### src/rtl/bus_pkg.sv
// Shared bus definitions: widths, FSM state encoding, default slave windows.
package bus_pkg;

    localparam int ADDR_W = 16;
    localparam int DATA_W = 64;

    // Arbiter FSM encoding, kept as plain constants for legacy tools.
    localparam logic [1:0] ST_IDLE = 2'b00;
    localparam logic [1:0] ST_GNT0 = 2'b01;
    localparam logic [1:0] ST_GNT1 = 2'b10;

    // Default slave windows: memory is 2 KB, accelerator is 512 B.
    localparam logic [ADDR_W-1:0] MEM_BASE_DEF = 16'h0000;
    localparam logic [ADDR_W-1:0] ACC_BASE_DEF = 16'h7000;

    // One master's request bundle as seen by the arbiter.
    typedef struct packed {
        logic              req;
        logic              wr;
        logic [ADDR_W-1:0] addr;
        logic [DATA_W-1:0] dout;
    } mreq_t;

endpackage

### src/rtl/bus_arbiter2_if.sv
// Two-master bus bundle. The master modport is the system side (masters plus
// slave read data); the slave modport is the arbiter's view of the same wires.
interface bus_arbiter2_if;
    import bus_pkg::*;

    logic              m0_req;
    logic              m0_wr;
    logic [ADDR_W-1:0] m0_addr;
    logic [DATA_W-1:0] m0_dout;
    logic              m0_grant;
    logic [DATA_W-1:0] m0_din;

    logic              m1_req;
    logic              m1_wr;
    logic [ADDR_W-1:0] m1_addr;
    logic [DATA_W-1:0] m1_dout;
    logic              m1_grant;
    logic [DATA_W-1:0] m1_din;

    logic [ADDR_W-1:0] s_addr;
    logic              s_wr;
    logic [DATA_W-1:0] s_dout;
    logic [DATA_W-1:0] s_din;
    logic              s0_sel;
    logic              s1_sel;

    modport master (
        output m0_req, m0_wr, m0_addr, m0_dout,
        input  m0_grant, m0_din,
        output m1_req, m1_wr, m1_addr, m1_dout,
        input  m1_grant, m1_din,
        input  s_addr, s_wr, s_dout, s0_sel, s1_sel,
        output s_din
    );

    modport slave (
        input  m0_req, m0_wr, m0_addr, m0_dout,
        output m0_grant, m0_din,
        input  m1_req, m1_wr, m1_addr, m1_dout,
        output m1_grant, m1_din,
        output s_addr, s_wr, s_dout, s0_sel, s1_sel,
        input  s_din
    );

endinterface

### src/rtl/bus_addr_decoder.sv
// Slave select decode for the shared bus. Selects are forced low when no master
// owns the bus, since the idle address of zero would otherwise hit memory.
module bus_addr_decoder
    import bus_pkg::*;
#(
    parameter logic [ADDR_W-1:0] MEM_BASE = MEM_BASE_DEF,
    parameter logic [ADDR_W-1:0] ACC_BASE = ACC_BASE_DEF
) (
    input  logic              en_i,
    input  logic [ADDR_W-1:0] addr_i,
    output logic              s0_sel_o,
    output logic              s1_sel_o
);

    // Window compare on the upper address bits; unmapped addresses select nothing.
    always_comb begin
        s0_sel_o = en_i && (addr_i[15:11] == MEM_BASE[15:11]);
        s1_sel_o = en_i && (addr_i[15:9]  == ACC_BASE[15:9]);
    end

endmodule

### src/rtl/bus_arbiter2.sv
// Two-master round-robin bus arbiter with optional hold-time preemption,
// slave-side address/data mux and read-data return.
module bus_arbiter2
    import bus_pkg::*;
#(
    parameter int                HOLD_LIMIT = 0,
    parameter logic [ADDR_W-1:0] MEM_BASE   = MEM_BASE_DEF,
    parameter logic [ADDR_W-1:0] ACC_BASE   = ACC_BASE_DEF
) (
    input  logic          clk,
    input  logic          reset,
    bus_arbiter2_if.slave bus
);

    logic [1:0]  state_q, state_d;
    logic        last_owner_q, last_owner_d;
    logic [15:0] hold_cnt_q, hold_cnt_d;
    logic        hold_expired;
    logic        enter_gnt;
    mreq_t       m0, m1, sel;
    logic        granted;

    assign m0 = '{req: bus.m0_req, wr: bus.m0_wr, addr: bus.m0_addr, dout: bus.m0_dout};
    assign m1 = '{req: bus.m1_req, wr: bus.m1_wr, addr: bus.m1_addr, dout: bus.m1_dout};

    // Owner has used up its slot; only meaningful when preemption is enabled.
    assign hold_expired = (HOLD_LIMIT != 0) && (hold_cnt_q == 16'(HOLD_LIMIT - 1));

    // Next-state: round-robin on ties, direct handoff between grant states.
    always_comb begin
        state_d = state_q;
        case (state_q)
            ST_IDLE: begin
                if (m0.req && m1.req) state_d = last_owner_q ? ST_GNT0 : ST_GNT1;
                else if (m0.req)      state_d = ST_GNT0;
                else if (m1.req)      state_d = ST_GNT1;
            end
            ST_GNT0: begin
                if (m0.req)      state_d = (hold_expired && m1.req) ? ST_GNT1 : ST_GNT0;
                else if (m1.req) state_d = ST_GNT1;
                else             state_d = ST_IDLE;
            end
            ST_GNT1: begin
                if (m1.req)      state_d = (hold_expired && m0.req) ? ST_GNT0 : ST_GNT1;
                else if (m0.req) state_d = ST_GNT0;
                else             state_d = ST_IDLE;
            end
            default: state_d = ST_IDLE;
        endcase
    end

    // Entering a grant state restarts the hold counter and records the owner.
    always_comb begin
        enter_gnt    = (state_d != ST_IDLE) && (state_d != state_q);
        hold_cnt_d   = hold_cnt_q;
        last_owner_d = last_owner_q;
        if (enter_gnt) begin
            hold_cnt_d   = '0;
            last_owner_d = (state_d == ST_GNT1);
        end else if (state_q != ST_IDLE && state_d == state_q) begin
            hold_cnt_d   = hold_cnt_q + 16'd1;
        end
    end

    // Arbiter state registers; reset drops any grant immediately.
    always_ff @(posedge clk) begin
        if (reset) begin
            state_q      <= ST_IDLE;
            hold_cnt_q   <= '0;
            last_owner_q <= 1'b1;
        end else begin
            state_q      <= state_d;
            hold_cnt_q   <= hold_cnt_d;
            last_owner_q <= last_owner_d;
        end
    end

    // Slave-side mux driven purely from the registered owner.
    always_comb begin
        sel = '0;
        case (state_q)
            ST_GNT0: sel = m0;
            ST_GNT1: sel = m1;
            default: sel = '0;
        endcase
    end

    assign granted      = (state_q == ST_GNT0) || (state_q == ST_GNT1);
    assign bus.m0_grant = (state_q == ST_GNT0);
    assign bus.m1_grant = (state_q == ST_GNT1);
    assign bus.s_addr   = sel.addr;
    assign bus.s_wr     = sel.wr;
    assign bus.s_dout   = sel.dout;
    assign bus.m0_din   = (state_q == ST_GNT0) ? bus.s_din : '0;
    assign bus.m1_din   = (state_q == ST_GNT1) ? bus.s_din : '0;

    bus_addr_decoder #(
        .MEM_BASE (MEM_BASE),
        .ACC_BASE (ACC_BASE)
    ) u_dec (
        .en_i     (granted),
        .addr_i   (sel.addr),
        .s0_sel_o (bus.s0_sel),
        .s1_sel_o (bus.s1_sel)
    );

endmodule

### src/flat_wrapper.sv
// flat-port wrapper written by rule: the top's interface ports become plain ports
module bus_arbiter2_flat import bus_pkg::*;
#(
    parameter int                HOLD_LIMIT = 0,
    parameter logic [ADDR_W-1:0] MEM_BASE   = MEM_BASE_DEF,
    parameter logic [ADDR_W-1:0] ACC_BASE   = ACC_BASE_DEF
)
  (clk, reset, bus_m0_req, bus_m0_wr, bus_m0_addr, bus_m0_dout, bus_m0_grant, bus_m0_din, bus_m1_req, bus_m1_wr, bus_m1_addr, bus_m1_dout, bus_m1_grant, bus_m1_din, bus_s_addr, bus_s_wr, bus_s_dout, bus_s0_sel, bus_s1_sel, bus_s_din);
  bus_arbiter2_if bus_i ();
  input  logic clk;
  input  logic reset;
  input wire logic [$bits(bus_i.m0_req)-1:0] bus_m0_req;
  input wire logic [$bits(bus_i.m0_wr)-1:0] bus_m0_wr;
  input wire logic [$bits(bus_i.m0_addr)-1:0] bus_m0_addr;
  input wire logic [$bits(bus_i.m0_dout)-1:0] bus_m0_dout;
  output wire logic [$bits(bus_i.m0_grant)-1:0] bus_m0_grant;
  output wire logic [$bits(bus_i.m0_din)-1:0] bus_m0_din;
  input wire logic [$bits(bus_i.m1_req)-1:0] bus_m1_req;
  input wire logic [$bits(bus_i.m1_wr)-1:0] bus_m1_wr;
  input wire logic [$bits(bus_i.m1_addr)-1:0] bus_m1_addr;
  input wire logic [$bits(bus_i.m1_dout)-1:0] bus_m1_dout;
  output wire logic [$bits(bus_i.m1_grant)-1:0] bus_m1_grant;
  output wire logic [$bits(bus_i.m1_din)-1:0] bus_m1_din;
  output wire logic [$bits(bus_i.s_addr)-1:0] bus_s_addr;
  output wire logic [$bits(bus_i.s_wr)-1:0] bus_s_wr;
  output wire logic [$bits(bus_i.s_dout)-1:0] bus_s_dout;
  output wire logic [$bits(bus_i.s0_sel)-1:0] bus_s0_sel;
  output wire logic [$bits(bus_i.s1_sel)-1:0] bus_s1_sel;
  input wire logic [$bits(bus_i.s_din)-1:0] bus_s_din;
  assign bus_i.m0_req = bus_m0_req;
  assign bus_i.m0_wr = bus_m0_wr;
  assign bus_i.m0_addr = bus_m0_addr;
  assign bus_i.m0_dout = bus_m0_dout;
  assign bus_m0_grant = bus_i.m0_grant;
  assign bus_m0_din = bus_i.m0_din;
  assign bus_i.m1_req = bus_m1_req;
  assign bus_i.m1_wr = bus_m1_wr;
  assign bus_i.m1_addr = bus_m1_addr;
  assign bus_i.m1_dout = bus_m1_dout;
  assign bus_m1_grant = bus_i.m1_grant;
  assign bus_m1_din = bus_i.m1_din;
  assign bus_s_addr = bus_i.s_addr;
  assign bus_s_wr = bus_i.s_wr;
  assign bus_s_dout = bus_i.s_dout;
  assign bus_s0_sel = bus_i.s0_sel;
  assign bus_s1_sel = bus_i.s1_sel;
  assign bus_i.s_din = bus_s_din;
  bus_arbiter2 #(.HOLD_LIMIT(HOLD_LIMIT), .MEM_BASE(MEM_BASE), .ACC_BASE(ACC_BASE)) u_core (.clk(clk), .reset(reset), .bus(bus_i));
endmodule
### config.mk
export PLATFORM = sky130hd
export DESIGN_NAME = bus_arbiter2_flat
export DESIGN_NICKNAME = d
export VERILOG_FILES = /design/src/rtl/bus_pkg.sv /design/src/rtl/bus_arbiter2_if.sv /design/src/rtl/bus_addr_decoder.sv /design/src/rtl/bus_arbiter2.sv /design/src/flat_wrapper.sv
export SDC_FILE = /design/constraint.sdc
export NUM_CORES = 1
export LEC_CHECK = 0
export ABC_AREA = 0
export BUFFER_PORTS_ARGS = -buffer_cell sky130_fd_sc_hd__clkbuf_2
export CAP_MARGIN = 20
export CELL_PAD_IN_SITES_DETAIL_PLACEMENT = 0
export CELL_PAD_IN_SITES_GLOBAL_PLACEMENT = 2
export CORE_AREA = 2 2 170 172
export DETAILED_ROUTE_END_ITERATION = 8
export DIE_AREA = 0 0 172 174
export GPL_TIMING_DRIVEN = 0
export PLACE_DENSITY = 0.79
export SYNTH_ARGS = -nofsm -noshare
export SYNTH_HDL_FRONTEND = slang
export SYNTH_HIERARCHICAL = 1
export SYNTH_SLANG_ARGS = --single-unit
export TNS_END_PERCENT = 50
### constraint.sdc
create_clock -name clk -period 5.2 [get_ports clk]
set_input_delay 1.3 -clock clk [delete_from_list [all_inputs] [get_ports clk]]
set_output_delay 1.3 -clock clk [all_outputs]
set_load 0.01 [all_outputs]
==> results_tabular.tex <==
\begin{tabular}{lr}
\hline
Metric & Value \\
\hline
\multicolumn{2}{l}{\textbf{Drt}} \\
\quad DRT antenna net count & 0 \\
\quad Routed met3 length & between 1500 and 2000 um \\
\quad Wire length per cell after detailed routing & between 15 and 20 um \\
\quad Top layer reached by signal wires & met4 \\
\quad DR pass1 iterations & 4 \\
\quad Final routed wirelength across all metal layers & between 20000 and 25000 um \\
\quad Via density per instance & 3.779 \\
\quad Drc violations & 0 \\
\quad Wl on met1 & roughly 8200 um \\
\quad Detail Route met2 WL & approximately 10000 um \\
\quad Total number of vias & approximately 4500 \\
\quad Number of DRC markers in iteration 0 & 144 \\
\multicolumn{2}{l}{\textbf{Placement}} \\
\quad Placer congestion estimate & just under 0.8 \\
\quad DPL Wire Length & $\sim$18000 um \\
\quad Placement-stage cell area & 5111 um\^{}2 \\
\quad Port Buf Inserts & between 400 and 500 \\
\multicolumn{2}{l}{\textbf{Pwr}} \\
\quad Power per Cell Area & 203.6 nW/um\^{}2 \\
\quad Leakage power of the design & approximately 0.0027 uW \\
\quad Highest ir drop seen on vdd & 0.09182 mV \\
\multicolumn{2}{l}{\textbf{Clock network}} \\
\quad CTS tree & done \\
\quad Skew-Pair Late Insertion Delay & 220 ps \\
\quad H-tree depth & 1 \\
\quad Count of hold-fix buffers inserted at cts & 0 \\
\quad Clock Sinks & 3 \\
\quad Clock tree root driver cell & sky130\_fd\_sc\_hd\_\_clkbuf\_16 \\
\quad Clock tree buffer depth & 2 \\
\quad \# Post-CTS Setup Buffers & 0 \\
\quad Clock transition at the registers of the reported paths & about 30 ps \\
\quad CTS-repair resized insts & 0 \\
\quad TritonCTS Buffers & 3 \\
\multicolumn{2}{l}{\textbf{STA}} \\
\quad Tcrit/Tclk final & a little over nine tenths \\
\quad Actual slew at the worst max-slew pin & just under 900 ps \\
\quad Upper clock frequency limit & 203.6 MHz \\
\quad Number of endpoints failing setup at the final stage & 0 \\
\quad Final-report hold violation count & 0 \\
\quad Max\_slew headroom & 41.75\% \\
\quad RSZ-0062 raised after global routing & false \\
\quad Final max-slew violation count & 0 \\
\quad Layout Skew & about 1.6 ps \\
\quad Sum of negative setup slack & 0 ps \\
\quad Time the worst path needs with I/O delays and setup & approximately 4900 ps \\
\multicolumn{2}{l}{\textbf{Critical path}} \\
\quad Category of the most critical setup path & register to output pin \\
\quad Endpoint arrival time on the critical path & 3610 ps \\
\quad Reg2reg end & u\_core/last\_owner\_q \\
\quad Worst path required time & 3900 ps \\
\quad Slowest Stage Delay on Critical Path & about 700 ps \\
\quad Startpoint type of the worst setup path & register \\
\quad Kind of cell adding the most delay to the critical path & buffers and inverters \\
\quad Cell Chain, Critical Path & inv\_1, ha\_1, clkbuf\_1, clkbuf\_1, a22oi\_1, nor2b\_1, nand4b\_1, nor4\_1, clkbuf\_2 \\
\quad R2R setup slack & between 3000 and 4000 ps \\
\quad Largest driver fanout on the critical path & 10 \\
\quad Number of cells on the worst reg-to-reg path & 6 \\
\quad Nature of the critical path endpoint & output pin \\
\quad Critical register-to-register path startpoint & u\_core/state\_q[0] \\
\quad Crit path buffers/inverters & 4 \\
\quad Cell occurring most often along the worst timing path & sky130\_fd\_sc\_hd\_\_clkbuf\_1 \\
\quad Critical path origin & u\_core/state\_q[0] \\
\quad Cell at the slowest stage of the critical path & sky130\_fd\_sc\_hd\_\_clkbuf\_1 \\
\multicolumn{2}{l}{\textbf{Min path}} \\
\quad Hold Crit Endpoint & u\_core/state\_q[0] \\
\quad Class of the worst hold path & register to register \\
\quad Worst min-delay path startpoint & u\_core/state\_q[0] \\
\quad WHS Path Cells & 1 \\
\multicolumn{2}{l}{\textbf{Synthesis}} \\
\quad Top cell type by total area after synthesis & sky130\_fd\_sc\_hd\_\_and2\_1 \\
\quad Proportion of netlist area held by the largest area contributor & 33.11\% \\
\quad Most used flip-flop cell after synthesis & sky130\_fd\_sc\_hd\_\_dfxtp\_1 \\
\quad Top cell types by occurrence after synthesis & sky130\_fd\_sc\_hd\_\_and2\_1, sky130\_fd\_sc\_hd\_\_a22oi\_1, sky130\_fd\_sc\_hd\_\_nor2b\_1 \\
\quad Number of distinct library cell variants in the gate-level netlist after synthesis & 29 \\
\quad Syn. warnings & 6 \\
\quad Post-Synthesis Mean Instance Area & 6.519 um\^{}2 \\
\quad \#FFs+latches synth & 3 \\
\quad Sequential cell area fraction in the yosys report & under 10\% \\
\quad Count of mapped cells out of synthesis & about 370 \\
\quad Ys async rst share & 0\% \\
\quad Library cell with the highest instance count after synthesis & sky130\_fd\_sc\_hd\_\_and2\_1 \\
\quad Number of synthesized flops with an enable pin & 0 \\
\quad Post-synth design cell area & approximately 2400 um\^{}2 \\
\quad Largest cells by area after synthesis & sky130\_fd\_sc\_hd\_\_and2\_1, sky130\_fd\_sc\_hd\_\_a22oi\_1, sky130\_fd\_sc\_hd\_\_nor2b\_1, sky130\_fd\_sc\_hd\_\_clkbuf\_1, sky130\_fd\_sc\_hd\_\_ha\_1 \\
\quad Syn\_nets & 606 \\
\multicolumn{2}{l}{\textbf{Final layout}} \\
\quad Layout Utilization & between 10\% and 20\% \\
\quad Fraction of layout instances using a drive strength above 1 & 54.71\% \\
\quad Area of all placed cells without fillers & around 5200 um\^{}2 \\
\quad Filler cell count & between 3000 and 4000 \\
\quad FF/Latch Area & between 60 and 70 um\^{}2 \\
\quad Area added between synthesis and finish & 114.6\% \\
\quad Multi-input gate area in the final layout & about 2200 um\^{}2 \\
\quad Post-layout nets & roughly 1100 \\
\quad Antenna diode count & 0 \\
\multicolumn{2}{l}{\textbf{Floorplanning}} \\
\quad Area of the die & about 30000 um\^{}2 \\
\quad Vertical extent of the die & between 150 and 200 um \\
\quad Io pins & 443 \\
\quad CORE AREA & 28240 um\^{}2 \\
\quad Effective utilization at floorplan & 8.565\% \\
\quad Std cell rows & 62 \\
\quad Width of the die & 172 um \\
\multicolumn{2}{l}{\textbf{GRT}} \\
\quad Global-route wire length before repair & 27620 um \\
\quad Pin count of the biggest net entering global routing & 11 \\
\quad Vias in the first global route & 4392 \\
\quad Initial antenna violation count & 0 \\
\quad Global route overflow & 0 \\
\quad Overall Global Routing Usage & about an eighth \\
\multicolumn{2}{l}{\textbf{Job}} \\
\quad Number of max-capacitance violations reported & 0 \\
\multicolumn{2}{l}{\textbf{Outcome}} \\
\quad Status & finished clean \\
\hline
\end{tabular}
==> registers in the layout, indices dropped and copies added (netlist names) <==
| signal | cells |
|---|---|
| u_core/state_q | 2 |
| u_core/last_owner_q | 1 |
==> cell type report <==
cell class / count / area share (%)
Clock buffer: 4 / 1.519
Multi-Input combinational cell: 324 / 42.26
Sequential cell: 3 / 1.157
Buffer: 41 / 2.965
Timing Repair Buffer: 442 / 42.62
Tap cell: 384 / 9.257
Inverter: 3 / 0.2170
==> routing by layer <==
| layer | vias up | global-route usage (%) |
|---|---|---|
| met5 | - | 0 |
| met1 | 2058 | 14.54 |
| met4 | 0 | 1.926 |
| met3 | 12 | 2.573 |
| li1 | 2172 | - |
| met2 | 297 | 23.71 |
==> report_power, final <==
| part | switching [uW] | leakage [uW] | internal (uW) | total, uW |
|---|---|---|---|---|
| sequential | 7.84 | 0.0000249 | 29.0 | 36.8 |
| combinational | 519 | 0.00268 | 378 | 897 |
| clock | 21.7 | 0.0000382 | 101 | 123 |
| total | 548 | 0.00274 | 508 | 1060 |
==> worst max-delay path by stage <==
stage,to,slack (ps),cells after the start
4_1_cts,bus_s1_sel,150,9
5_1_grt,bus_s1_sel,100,9
2_1_floorplan,bus_s0_sel,1620,4
3_5_place_dp,bus_s1_sel,420,9
6_report,bus_s1_sel,290,9
3_3_place_gp,bus_s1_sel,520,9
==> layout by cell type (no fill, tap or decap), drive strengths merged, types with 2 or more instances in the layout <==
master and count:
o2111ai 2, a21oi 3, and2b 2, a22oi 81, dfxtp 3, and2 128, nand2b 3, o21ai 2
clkbuf 487, ha 5, inv 3, nor2b 81
==> metrics by stage <==
step           hold slack (ps)  total power, uW  worst slack [ps]  instances
2_1_floorplan            565.0            514.9              1616        371
4_1_cts                  636.4             1082             152.8       1201
3_5_place_dp             623.8            953.0             416.9       1197
6_report                 641.1             1057             288.0       1201
3_3_place_gp             604.6            948.4             515.4       1197
5_1_grt                  668.6             1158             98.80       1201
==> kinds of logic after synthesis <==
group                    share of synthesized area [%]
AO/OA/AOI/OAI                                    29.95
adder cells (fa/ha/maj)                          2.587
buffers and inverters                            6.829
flip-flops                                       2.483
AND/OR/NAND/NOR                                  58.15
Note: power is estimated with default switching activity, not from simulation.
